**src/rtl/decode_pkg.sv**
```systemverilog
// decode_pkg: opcode constants, decode enums and the registered control bundle type
//   Shared by decode_stage and decode_regfile.
package decode_pkg;
    localparam logic [6:0] OP_LUI    = 7'b0110111;
    localparam logic [6:0] OP_AUIPC  = 7'b0010111;
    localparam logic [6:0] OP_JAL    = 7'b1101111;
    localparam logic [6:0] OP_JALR   = 7'b1100111;
    localparam logic [6:0] OP_BRANCH = 7'b1100011;
    localparam logic [6:0] OP_LOAD   = 7'b0000011;
    localparam logic [6:0] OP_STORE  = 7'b0100011;
    localparam logic [6:0] OP_IMM    = 7'b0010011;
    localparam logic [6:0] OP_OP     = 7'b0110011;
    // Three bits cannot name all ten RV32I ALU operations: unsigned compare
    // shares SLT and arithmetic right shift shares SR.
    typedef enum logic [2:0] {
        ALU_ADD, ALU_SUB, ALU_AND, ALU_OR, ALU_XOR, ALU_SLT, ALU_SLL, ALU_SR
    } alu_ctrl_e;
    typedef enum logic [2:0] {IMM_I, IMM_S, IMM_B, IMM_U, IMM_J} imm_src_e;
    typedef enum logic [1:0] {RES_ALU, RES_MEM, RES_PC4, RES_IMM} result_src_e;
    typedef struct packed {
        alu_ctrl_e   alu_ctrl;
        logic        alu_src;
        logic        mem_write;
        result_src_e result_src;
        logic        branch;
        logic        jump;
        logic        branch_neg;
        logic        pc_op;
        logic        reg_write;
        logic        illegal;
    } ctrl_t;
    function automatic alu_ctrl_e alu_from_f3(input logic [2:0] f3, input logic sub);
        return f3 == 3'd0 ? (sub ? ALU_SUB : ALU_ADD) :
               f3 == 3'd1 ? ALU_SLL :
               f3 == 3'd2 || f3 == 3'd3 ? ALU_SLT :
               f3 == 3'd4 ? ALU_XOR :
               f3 == 3'd5 ? ALU_SR :
               f3 == 3'd6 ? ALU_OR : ALU_AND;
    endfunction
endpackage

```
**src/rtl/decode_regfile.sv**
```systemverilog
// decode_regfile: 2R1W register file, x0 hardwired to zero, a0 debug tap
//   clk/rst      clock, synchronous active-high reset (clears every register)
//   we/waddr/wdata  write port
//   raddr1/2 -> rdata1/2  read ports; a0  live contents of register 10
//   DECODE_BYPASS_EN defined: a read of the register being written returns wdata
module decode_regfile import decode_pkg::*; #(
    parameter int DATA_WIDTH = 32,
    parameter int ADDR_WIDTH = 5
) (
    input  logic                  clk,
    input  logic                  rst,
    input  logic                  we,
    input  logic [ADDR_WIDTH-1:0] waddr,
    input  logic [DATA_WIDTH-1:0] wdata,
    input  logic [ADDR_WIDTH-1:0] raddr1,
    input  logic [ADDR_WIDTH-1:0] raddr2,
    output logic [DATA_WIDTH-1:0] rdata1,
    output logic [DATA_WIDTH-1:0] rdata2,
    output logic [DATA_WIDTH-1:0] a0
);
    localparam int N = 2 ** ADDR_WIDTH;
    logic [DATA_WIDTH-1:0] r_regs [N];
    logic                  w_we;
    assign w_we = we && waddr != '0;
    always_ff @(posedge clk) begin
        if (rst) begin
            for (int i = 0; i < N; i++) r_regs[i] <= '0;
        end else if (w_we) begin
            r_regs[waddr] <= wdata;
        end
    end
`ifdef DECODE_BYPASS_EN
    assign rdata1 = raddr1 == '0 ? '0 : (w_we && waddr == raddr1) ? wdata : r_regs[raddr1];
    assign rdata2 = raddr2 == '0 ? '0 : (w_we && waddr == raddr2) ? wdata : r_regs[raddr2];
`else
    assign rdata1 = raddr1 == '0 ? '0 : r_regs[raddr1];
    assign rdata2 = raddr2 == '0 ? '0 : r_regs[raddr2];
`endif
    assign a0 = r_regs[10];
endmodule

```
**src/rtl/decode_stage.sv**
```systemverilog
// decode_stage: RV32I decode with one-cycle valid/ready pipeline register
//   clk/rst            clock, synchronous active-high reset
//   in_valid/in_ready, instr, pc      upstream handshake and instruction
//   wb_en/wb_rd/wb_data               register writeback
//   flush                             drop held and incoming instruction
//   out_valid/out_ready + bundle      decoded control, register indices,
//                                     operands, immediate and pc
//   a0                                register 10, debug
//   DECODE_BYPASS_EN selects write-to-read bypass in the register file
module decode_stage import decode_pkg::*; #(
    parameter int DATA_WIDTH = 32,
    parameter int ADDR_WIDTH = 5
) (
    input  logic                  clk,
    input  logic                  rst,
    input  logic                  in_valid,
    output logic                  in_ready,
    input  logic [31:0]           instr,
    input  logic [DATA_WIDTH-1:0] pc,
    input  logic                  wb_en,
    input  logic [ADDR_WIDTH-1:0] wb_rd,
    input  logic [DATA_WIDTH-1:0] wb_data,
    input  logic                  flush,
    output logic                  out_valid,
    input  logic                  out_ready,
    output logic [2:0]            alu_ctrl,
    output logic                  alu_src,
    output logic                  mem_write,
    output logic [1:0]            result_src,
    output logic                  branch,
    output logic                  jump,
    output logic                  branch_neg,
    output logic                  pc_op,
    output logic                  reg_write,
    output logic                  illegal,
    output logic [ADDR_WIDTH-1:0] rd,
    output logic [ADDR_WIDTH-1:0] rs1,
    output logic [ADDR_WIDTH-1:0] rs2,
    output logic [DATA_WIDTH-1:0] rd1,
    output logic [DATA_WIDTH-1:0] rd2,
    output logic [DATA_WIDTH-1:0] imm_ext,
    output logic [DATA_WIDTH-1:0] pc_out,
    output logic [DATA_WIDTH-1:0] a0
);
    logic [6:0]            w_op;
    logic [2:0]            w_f3;
    logic [ADDR_WIDTH-1:0] w_rd, w_rs1, w_rs2;
    logic [DATA_WIDTH-1:0] w_rd1, w_rd2, w_imm;
    logic [31:0]           w_imm32;
    imm_src_e              w_imm_src;
    ctrl_t                 w_ctrl;
    logic                  w_in_fire, w_stall;
    logic                  r_valid;
    ctrl_t                 r_ctrl;
    logic [ADDR_WIDTH-1:0] r_rd, r_rs1, r_rs2;
    logic [DATA_WIDTH-1:0] r_rd1, r_rd2, r_imm, r_pc;
    assign w_op  = instr[6:0];
    assign w_f3  = instr[14:12];
    assign w_rd  = instr[7 +: ADDR_WIDTH];
    assign w_rs1 = instr[15 +: ADDR_WIDTH];
    assign w_rs2 = instr[20 +: ADDR_WIDTH];
    decode_regfile #(.DATA_WIDTH(DATA_WIDTH), .ADDR_WIDTH(ADDR_WIDTH)) u_regfile (
        .clk(clk), .rst(rst), .we(wb_en), .waddr(wb_rd), .wdata(wb_data),
        .raddr1(w_rs1), .raddr2(w_rs2), .rdata1(w_rd1), .rdata2(w_rd2), .a0(a0)
    );
    always_comb begin
        w_ctrl    = '0;
        w_imm_src = IMM_I;
        case (w_op)
            OP_LUI: begin
                w_ctrl.reg_write  = 1'b1;
                w_ctrl.result_src = RES_IMM;
                w_imm_src         = IMM_U;
            end
            OP_AUIPC: begin
                w_ctrl.reg_write = 1'b1;
                w_ctrl.alu_src   = 1'b1;
                w_ctrl.pc_op     = 1'b1;
                w_imm_src        = IMM_U;
            end
            OP_JAL: begin
                w_ctrl.reg_write  = 1'b1;
                w_ctrl.jump       = 1'b1;
                w_ctrl.pc_op      = 1'b1;
                w_ctrl.result_src = RES_PC4;
                w_imm_src         = IMM_J;
            end
            OP_JALR: begin
                w_ctrl.reg_write  = 1'b1;
                w_ctrl.jump       = 1'b1;
                w_ctrl.alu_src    = 1'b1;
                w_ctrl.result_src = RES_PC4;
            end
            OP_BRANCH: begin
                // funct3 bit 0 marks the inverted sense: bne, bge, bgeu
                w_ctrl.branch     = 1'b1;
                w_ctrl.branch_neg = w_f3[0];
                w_ctrl.alu_ctrl   = w_f3[2] ? ALU_SLT : ALU_SUB;
                w_imm_src         = IMM_B;
            end
            OP_LOAD: begin
                w_ctrl.reg_write  = 1'b1;
                w_ctrl.alu_src    = 1'b1;
                w_ctrl.result_src = RES_MEM;
            end
            OP_STORE: begin
                w_ctrl.mem_write = 1'b1;
                w_ctrl.alu_src   = 1'b1;
                w_imm_src        = IMM_S;
            end
            OP_IMM: begin
                w_ctrl.reg_write = 1'b1;
                w_ctrl.alu_src   = 1'b1;
                w_ctrl.alu_ctrl  = alu_from_f3(w_f3, 1'b0);
            end
            OP_OP: begin
                w_ctrl.reg_write = 1'b1;
                w_ctrl.alu_ctrl  = alu_from_f3(w_f3, instr[30]);
            end
            default: w_ctrl.illegal = 1'b1;
        endcase
    end
    assign w_imm32 =
        w_imm_src == IMM_S ? {{20{instr[31]}}, instr[31:25], instr[11:7]} :
        w_imm_src == IMM_B ? {{19{instr[31]}}, instr[31], instr[7], instr[30:25], instr[11:8], 1'b0} :
        w_imm_src == IMM_U ? {instr[31:12], 12'b0} :
        w_imm_src == IMM_J ? {{11{instr[31]}}, instr[31], instr[19:12], instr[20], instr[30:21], 1'b0} :
                             {{20{instr[31]}}, instr[31:20]};
    assign w_imm     = DATA_WIDTH'($signed(w_imm32));
    assign in_ready  = !r_valid || out_ready;
    assign w_in_fire = in_valid && in_ready;
    assign w_stall   = r_valid && !out_ready;
    always_ff @(posedge clk) begin
        if (rst) begin
            r_valid <= 1'b0;
            r_ctrl  <= '0;
            r_rd    <= '0;
            r_rs1   <= '0;
            r_rs2   <= '0;
            r_rd1   <= '0;
            r_rd2   <= '0;
            r_imm   <= '0;
            r_pc    <= '0;
        end else if (flush) begin
            r_valid <= 1'b0;
        end else if (w_in_fire) begin
            r_valid <= 1'b1;
            r_ctrl  <= w_ctrl;
            r_rd    <= w_rd;
            r_rs1   <= w_rs1;
            r_rs2   <= w_rs2;
            r_rd1   <= w_rd1;
            r_rd2   <= w_rd2;
            r_imm   <= w_imm;
            r_pc    <= pc;
        end else begin
            r_valid <= w_stall;
            // keep held operands coherent with writebacks that land during a stall
            if (w_stall && wb_en && r_rs1 != '0 && wb_rd == r_rs1) r_rd1 <= wb_data;
            if (w_stall && wb_en && r_rs2 != '0 && wb_rd == r_rs2) r_rd2 <= wb_data;
        end
    end
    assign out_valid  = r_valid;
    assign alu_ctrl   = r_ctrl.alu_ctrl;
    assign alu_src    = r_ctrl.alu_src;
    assign mem_write  = r_ctrl.mem_write;
    assign result_src = r_ctrl.result_src;
    assign branch     = r_ctrl.branch;
    assign jump       = r_ctrl.jump;
    assign branch_neg = r_ctrl.branch_neg;
    assign pc_op      = r_ctrl.pc_op;
    assign reg_write  = r_ctrl.reg_write;
    assign illegal    = r_ctrl.illegal;
    assign rd         = r_rd;
    assign rs1        = r_rs1;
    assign rs2        = r_rs2;
    assign rd1        = r_rd1;
    assign rd2        = r_rd2;
    assign imm_ext    = r_imm;
    assign pc_out     = r_pc;
endmodule
```
**config.mk**
```make
export PLATFORM = sky130hd
export DESIGN_NAME = decode_stage
export DESIGN_NICKNAME = d
export VERILOG_FILES = /design/src/rtl/decode_pkg.sv /design/src/rtl/decode_regfile.sv /design/src/rtl/decode_stage.sv
export SDC_FILE = /design/constraint.sdc
export NUM_CORES = 2
export LEC_CHECK = 0
export CORE_MARGIN = 1.5
export CORE_UTILIZATION = 40
export CTS_CLUSTER_DIAMETER = 60
export DETAILED_ROUTE_END_ITERATION = 6
export RECOVER_POWER = 25
export SETUP_SLACK_MARGIN = 0.5
export SYNTH_ARGS = -nofsm -noshare
export SYNTH_HDL_FRONTEND = slang
export SYNTH_HIERARCHICAL = 1
export SYNTH_SLANG_ARGS = --single-unit
```
**constraint.sdc**
```tcl
create_clock -name clk -period 2.09 [get_ports clk]
set_input_delay 0.209 -clock clk [delete_from_list [all_inputs] [get_ports clk]]
set_output_delay 0.209 -clock clk [all_outputs]
set_load 0.03 [all_outputs]
```
# Word level (Yosys, flattened, before mapping)
# Memories as Yosys holds them, arrays and structs flattened.
# Index checks and enable logic that the tools add are counted.
[op_classes]
eq_ne = 21
mux = 39
bitwise = 1
reduce_logical = 31
[op_table]
columns = ["operator", "count"]
rows = [
  ["$mux W32", 7],
  ["$mux W31", 3],
  ["$reduce_or A32 Y1", 1],
  ["$eq A7 B6 Y1 const B", 3],
  ["$eq A7 B7 Y1 const B", 3],
  ["$mux W3", 7],
  ["$mux W20", 1],
  ["$mux W1", 17],
  ["$reduce_bool A5 Y1", 3],
  ["$eq A7 B5 Y1 const B", 2],
  ["$eq A3 B2 Y1 const B", 4],
  ["$eq A3 B3 Y1 const B", 4],
  ["$pmux W3 S4", 1],
  ["$eq A5 B5 Y1", 2],
  ["$logic_not A5 Y1", 2],
  ["$pmux W3 S3", 1],
  ["$reduce_or A9 Y1", 1],
  ["$logic_and A1 B1 Y1", 8],
  ["$reduce_or A2 Y1", 4],
  ["$eq A7 B2 Y1 const B", 1],
  ["$reduce_or A7 Y1", 1],
  ["$eq A3 B1 Y1 const B", 2],
  ["$pmux W2 S3", 1],
  ["$reduce_and A2 Y1", 3],
  ["other kinds (7)", 10],
]
[word_totals]
reg_bits = 157
ramBits = 1024
in_bits = 107
out_inout_bits = 190
word_cells = 111
n_memories = 1
[memory_table]
columns = ["memory", "depth", "word_bits", "rd", "rd_clocked_by_memory_dff", "write_ports", "line_no", "source"]
rows = [
  ["u_regfile.r_regs", 32, 32, 3, 0, 32, "decode_regfile.sv:22", "logic [DATA_WIDTH-1:0] r_regs [N];"],
]

# Depth between registers and ports, before layout
[depth]
depth_word = 8
ltp_mapped = 11
depth_no_buf = 6

# Hierarchy
# The synthesis kept the hierarchy.
[modules_own_cells]
columns = ["mod", "n_inst", "cells_each", "area_per_inst_um2", "seq_area_each_um2"]
rows = [
  ["decode_regfile", 1, 3493, 54133.2, 30749.5],
  ["decode_stage", 1, 812, 6980.4, 3143.0],
]

# Least setup slack after synthesis
# Ideal clock, no wire load.
[synth_path]
kind = "input -> register"
start = "input instr[17]"
end = "register r_rd1[19], in the netlist rd1[19]"
setup_ns = 0.133
t_arrival_ns = 1.974
t_required_ns = 1.957
setup_slack_ns = -0.018
path_stages = 9
path_buffers = 3
cell_sequence = "buf_2 > buf_6 > clkbuf_1 > mux4_2 > mux4_2 > o22ai_1 > nor3_1 > nand3_1 > a311oi_1"
[synth_via]
elab_chain_len = 3
elab_cells_between_ends = 4
classes_between = "2 x mux; 1 x reduce/logical; 1 x memory"
[synth_lines]
columns = ["item", "line_no", "source"]
rows = [
  ["start: declaration", "decode_stage.sv:18", "input logic [31:0] instr,"],
  ["$mem_v2 Z32 W32 / $logic_not A5 Y1 (equally long branches)", "n/a", ""],
  ["$mux W32 (*)", "decode_regfile.sv:36", "assign rdata1 = raddr1 == '0 ? '0 : r_regs[raddr1];"],
  ["net w_rd1[19]", "decode_stage.sv:48", "logic [DATA_WIDTH-1:0] w_rd1, w_rd2, w_imm;"],
  ["$mux W32 (*)", "decode_stage.sv:146", "end else if (w_in_fire) begin"],
  ["end signal: assignment", "decode_stage.sv:152", "r_rd1 <= w_rd1;"],
  ["end signal: assignment", "decode_stage.sv:159", "if (w_stall && wb_en && r_rs1 != '0 && wb_rd == r_rs1) r_rd1 <= wb_data;"],
  ["end: declaration", "decode_stage.sv:56", "logic [DATA_WIDTH-1:0] r_rd1, r_rd2, r_imm, r_pc;"],
]
# The timed path passes the listed nets; every way through them passes the cells marked *.
# A chain may end at the register's enable or synchronous reset.

==> impl_metrics.toml <==
[synthesis]
ys_ff_latch = 1181
yosys-top-cells-area = "edfxtp_1 (50%), mux4_2 (18%), and2_1 (10%)"
syn_inst = 4305
yosysMostFrequentCell = "edfxtp_1"
synth-edff-count = 1024
yosysUniqueCellTypes = 74
async_flop_share_pct = 0
ys_warn_count = 6
synthTopCellsByCount = "edfxtp_1 (1024), and2_1 (996), mux4_2 (475)"
ys.flop_type = "edfxtp_1"
synth_top_area_share_pct = 50.3
ys_seq_area_share_pct = 55.5
syn_area_um2 = 61100
synth.avg_cell_area_um2 = 14.2
synth_area_leader_cell = "edfxtp_1"

[worst_setup_path]
critPathCaptureType = "register"
critical_path.max_stage_delay_ps = 550
reg2reg_depth = 7
crit_type = "register to register"
crit_chain = "mux4_2 > mux4_2 > o22ai_2 > buf_4 > nor3_2 > nand3_1 > a311oi_1"
startpoint_type = "register"
timing.reg2reg.setup_slack_ps = -50
cp_top_family = "multiplexers"
cp.required_ps = 2720
cp_max_fo = 2
cp_data_arrival_time_ps = 2770
crit_path_frequent_cell = "mux4_2"
path_depth = 7
critPathBufInv = 1
crit_slowest_cell = "mux4_2"
worst_r2r_endpoint = "rd1[26]"
r2r-start = "u_regfile/r_regs[30][26]"

[sta]
fmax_mhz = 467
slew_violations = 0
hold_violations = 0
setup_viol = 7
timing.final.crit_period_ps = 2140
worst_pin_slew_ps = 1480
rsz0062_at_grt = "yes"
relSlewSlack_pct = 1.20
fin_ws_ps = -51.4
clock_skew_ps = 31.9
fin_crit_sh_pct = 102

[power]
power_leakage_nw = 28.4
total_power_mw = 60.6
p_per_area_nw_per_um2 = 770
ir_drop_mv = 0.678

[clock_network]
cts_buffers = 134
cts_tree = "yes"
clockBufferDepth = 3
cts_htree_levels = 4
path_clk_slew_ps = 60
clock_latency_ps = 790
clock_sinks = 1181
clockRootBuffer = "clkbuf_16"

[layout]
fin_area_um2 = 78700
nets = 5050
syn_to_final_growth_pct = 28.8
drive_above_1_share_pct = 39.6

[global_routing]
track_usage_pct = 28.5
antenna_found_initial = 4
grt_pass1_vias = 43054
grt_overflow_total = 0
grt_max_degree = 91
grt_pass1_wl_um = 317000

[floorplanning]
pin_count = 297
start_util_pct = 40.3
die_area_um2 = 155000
die_x_um = 394
core_um2 = 152000
rows = 143
die_y_um = 394

[worst_hold_path]
hold_start = "pc[4]"
holdPathStages = 3
min_to = "pc_out[4]"
hold_path_class = "input pin to register"

[detailed_routing]
drt_wl_total_um = 229000
postRouteAntennaNets = 0
num_vias = 43646
vias_per_cell = 6.17
drtIter0Drc = 5310
drtPass1Iterations = 5
drcViolationCount = 0
routedWlPerCell_um = 32.4

[status]
violations = "capacitance limit, setup timing"
outcome = "complete, but fails checks"

[placed_design]
port_buffers = 296
placed_area_um2 = 71800
place.gp.congestion = 0.924
dp.final_hpwl_um = 153000

[flow_run]
drv_cap = 1
[layout make-up]
class | instances | area, µm²
clock buffer | 174 | 3710
fill | 12549 | 73000
timing repair buffer | 948 | 10300
multi-input combinational | 2671 | 27500
inverter | 6 | 30.0
sequential | 1181 | 34100
tap | 2030 | 2540
antenna | 1 | 2.50
clock inverter | 60 | 547
[cell families after synthesis]
kind of cell    share of synthesized area (%)
fa+ha+maj                              0.0205
buf+inv                                  3.55
simple gates                             14.0
compound gates                           6.27
xor+xnor                                0.115
mux                                      20.6
flops                                    55.5
other cells                           0.00614
[worst min-delay path, delay by kind of cell]
| family | cells | cell delay, ps |
|---|---|---|
| and+or+nand+nor | 1 | 110 |
| AOI/OAI and AO/OA | 1 | 70 |
| buffers and inverters | 1 | 400 |
[layer usage]
metal  share of wire [%]  up-vias  routed length [µm]  GRT usage [%]
li1                    -    17917                   -              -
met1                  39    22402               88900           37.7
met2                  46     2768              105000           44.2
met3                 9.2      557               21200           5.46
met4                 6.2        2               14300           16.0
met5               0.062        -                 143          0.647
[flip-flops by register name, summed over array words and instances (netlist names), 5 cells and up]
| name | cells |
|---|---|
| imm_ext | 32 |
| pc_out | 32 |
| rd | 5 |
| rd1 | 32 |
| rd2 | 32 |
| rs1 | 5 |
| rs2 | 5 |
| u_regfile/r_regs | 1024 |
[worst max-delay path by stage]
stage	from	endpoint	slack [ps]
after floorplan	instr[16]	rd1[19]	90
after global placement	instr[20]	rd2[5]	-670
after detailed placement	instr[20]	rd2[16]	-660
after CTS	u_regfile/r_regs[24][23]	rd1[23]	-40
after global routing	u_regfile/r_regs[31][15]	rd1[15]	-80
final	u_regfile/r_regs[30][26]	rd1[26]	-50
[cell usage in the layout (no fill, tap or decap), types with 22 or more instances in the layout]
master	n
mux2_2	35
mux4_2	475
dlygate4sd3_1	30
dfxtp_4	27
nand2_4	53
buf_2	83
nand2_1	98
a22o_1	29
mux2i_1	148
buf_6	74
nor3_1	42
or2_2	23
a311oi_1	122
clkbuf_16	157
nand3_1	75
a21oi_2	57
nor2_2	22
clkdlybuf4s50_1	95
buf_4	439
a211oi_2	25
buf_12	193
nor2_1	28
dfxtp_2	46
o22ai_2	27
clkbuf_1	29
conb_1	32
dfxtp_1	84
and2_1	994
o22ai_1	55
edfxtp_1	1024
nor3_2	30
[per-stage QoR]
stage / hold WS [ps] / utilization (%) / std cells / setup slack [ps] / TNS [ps]
2_1_floorplan: 272 / - / 4336 / 89.0 / 0
3_3_place_gp: 440 / 47.3 / 6762 / -671 / -258650
3_5_place_dp: 447 / 47.3 / 6762 / -662 / -277820
4_1_cts: 24.2 / 50.6 / 7034 / -42.2 / -200
5_1_grt: 51.8 / 51.9 / 7071 / -75.0 / -582
6_report: 58.7 / 51.9 / 7071 / -51.4 / -180
[report_power, final]
part | switching (mW) | internal (mW)
Clock | 9.78 | 13.6
Combinational | 5.03 | 4.38
Sequential | 0.904 | 26.9
Total | 15.7 | 44.9
[what timing repair did]
item,4_1_cts,5_1_grt
cloned,1,22
endpoints found under the setup margin,346,531
gates resized for setup,1292,323
hold endpoints to repair,31,0
hold buffers,30,0
pin swaps,59,181
buffers inserted,7,14
No activity file was read; power rests on OpenSTA's default activity.
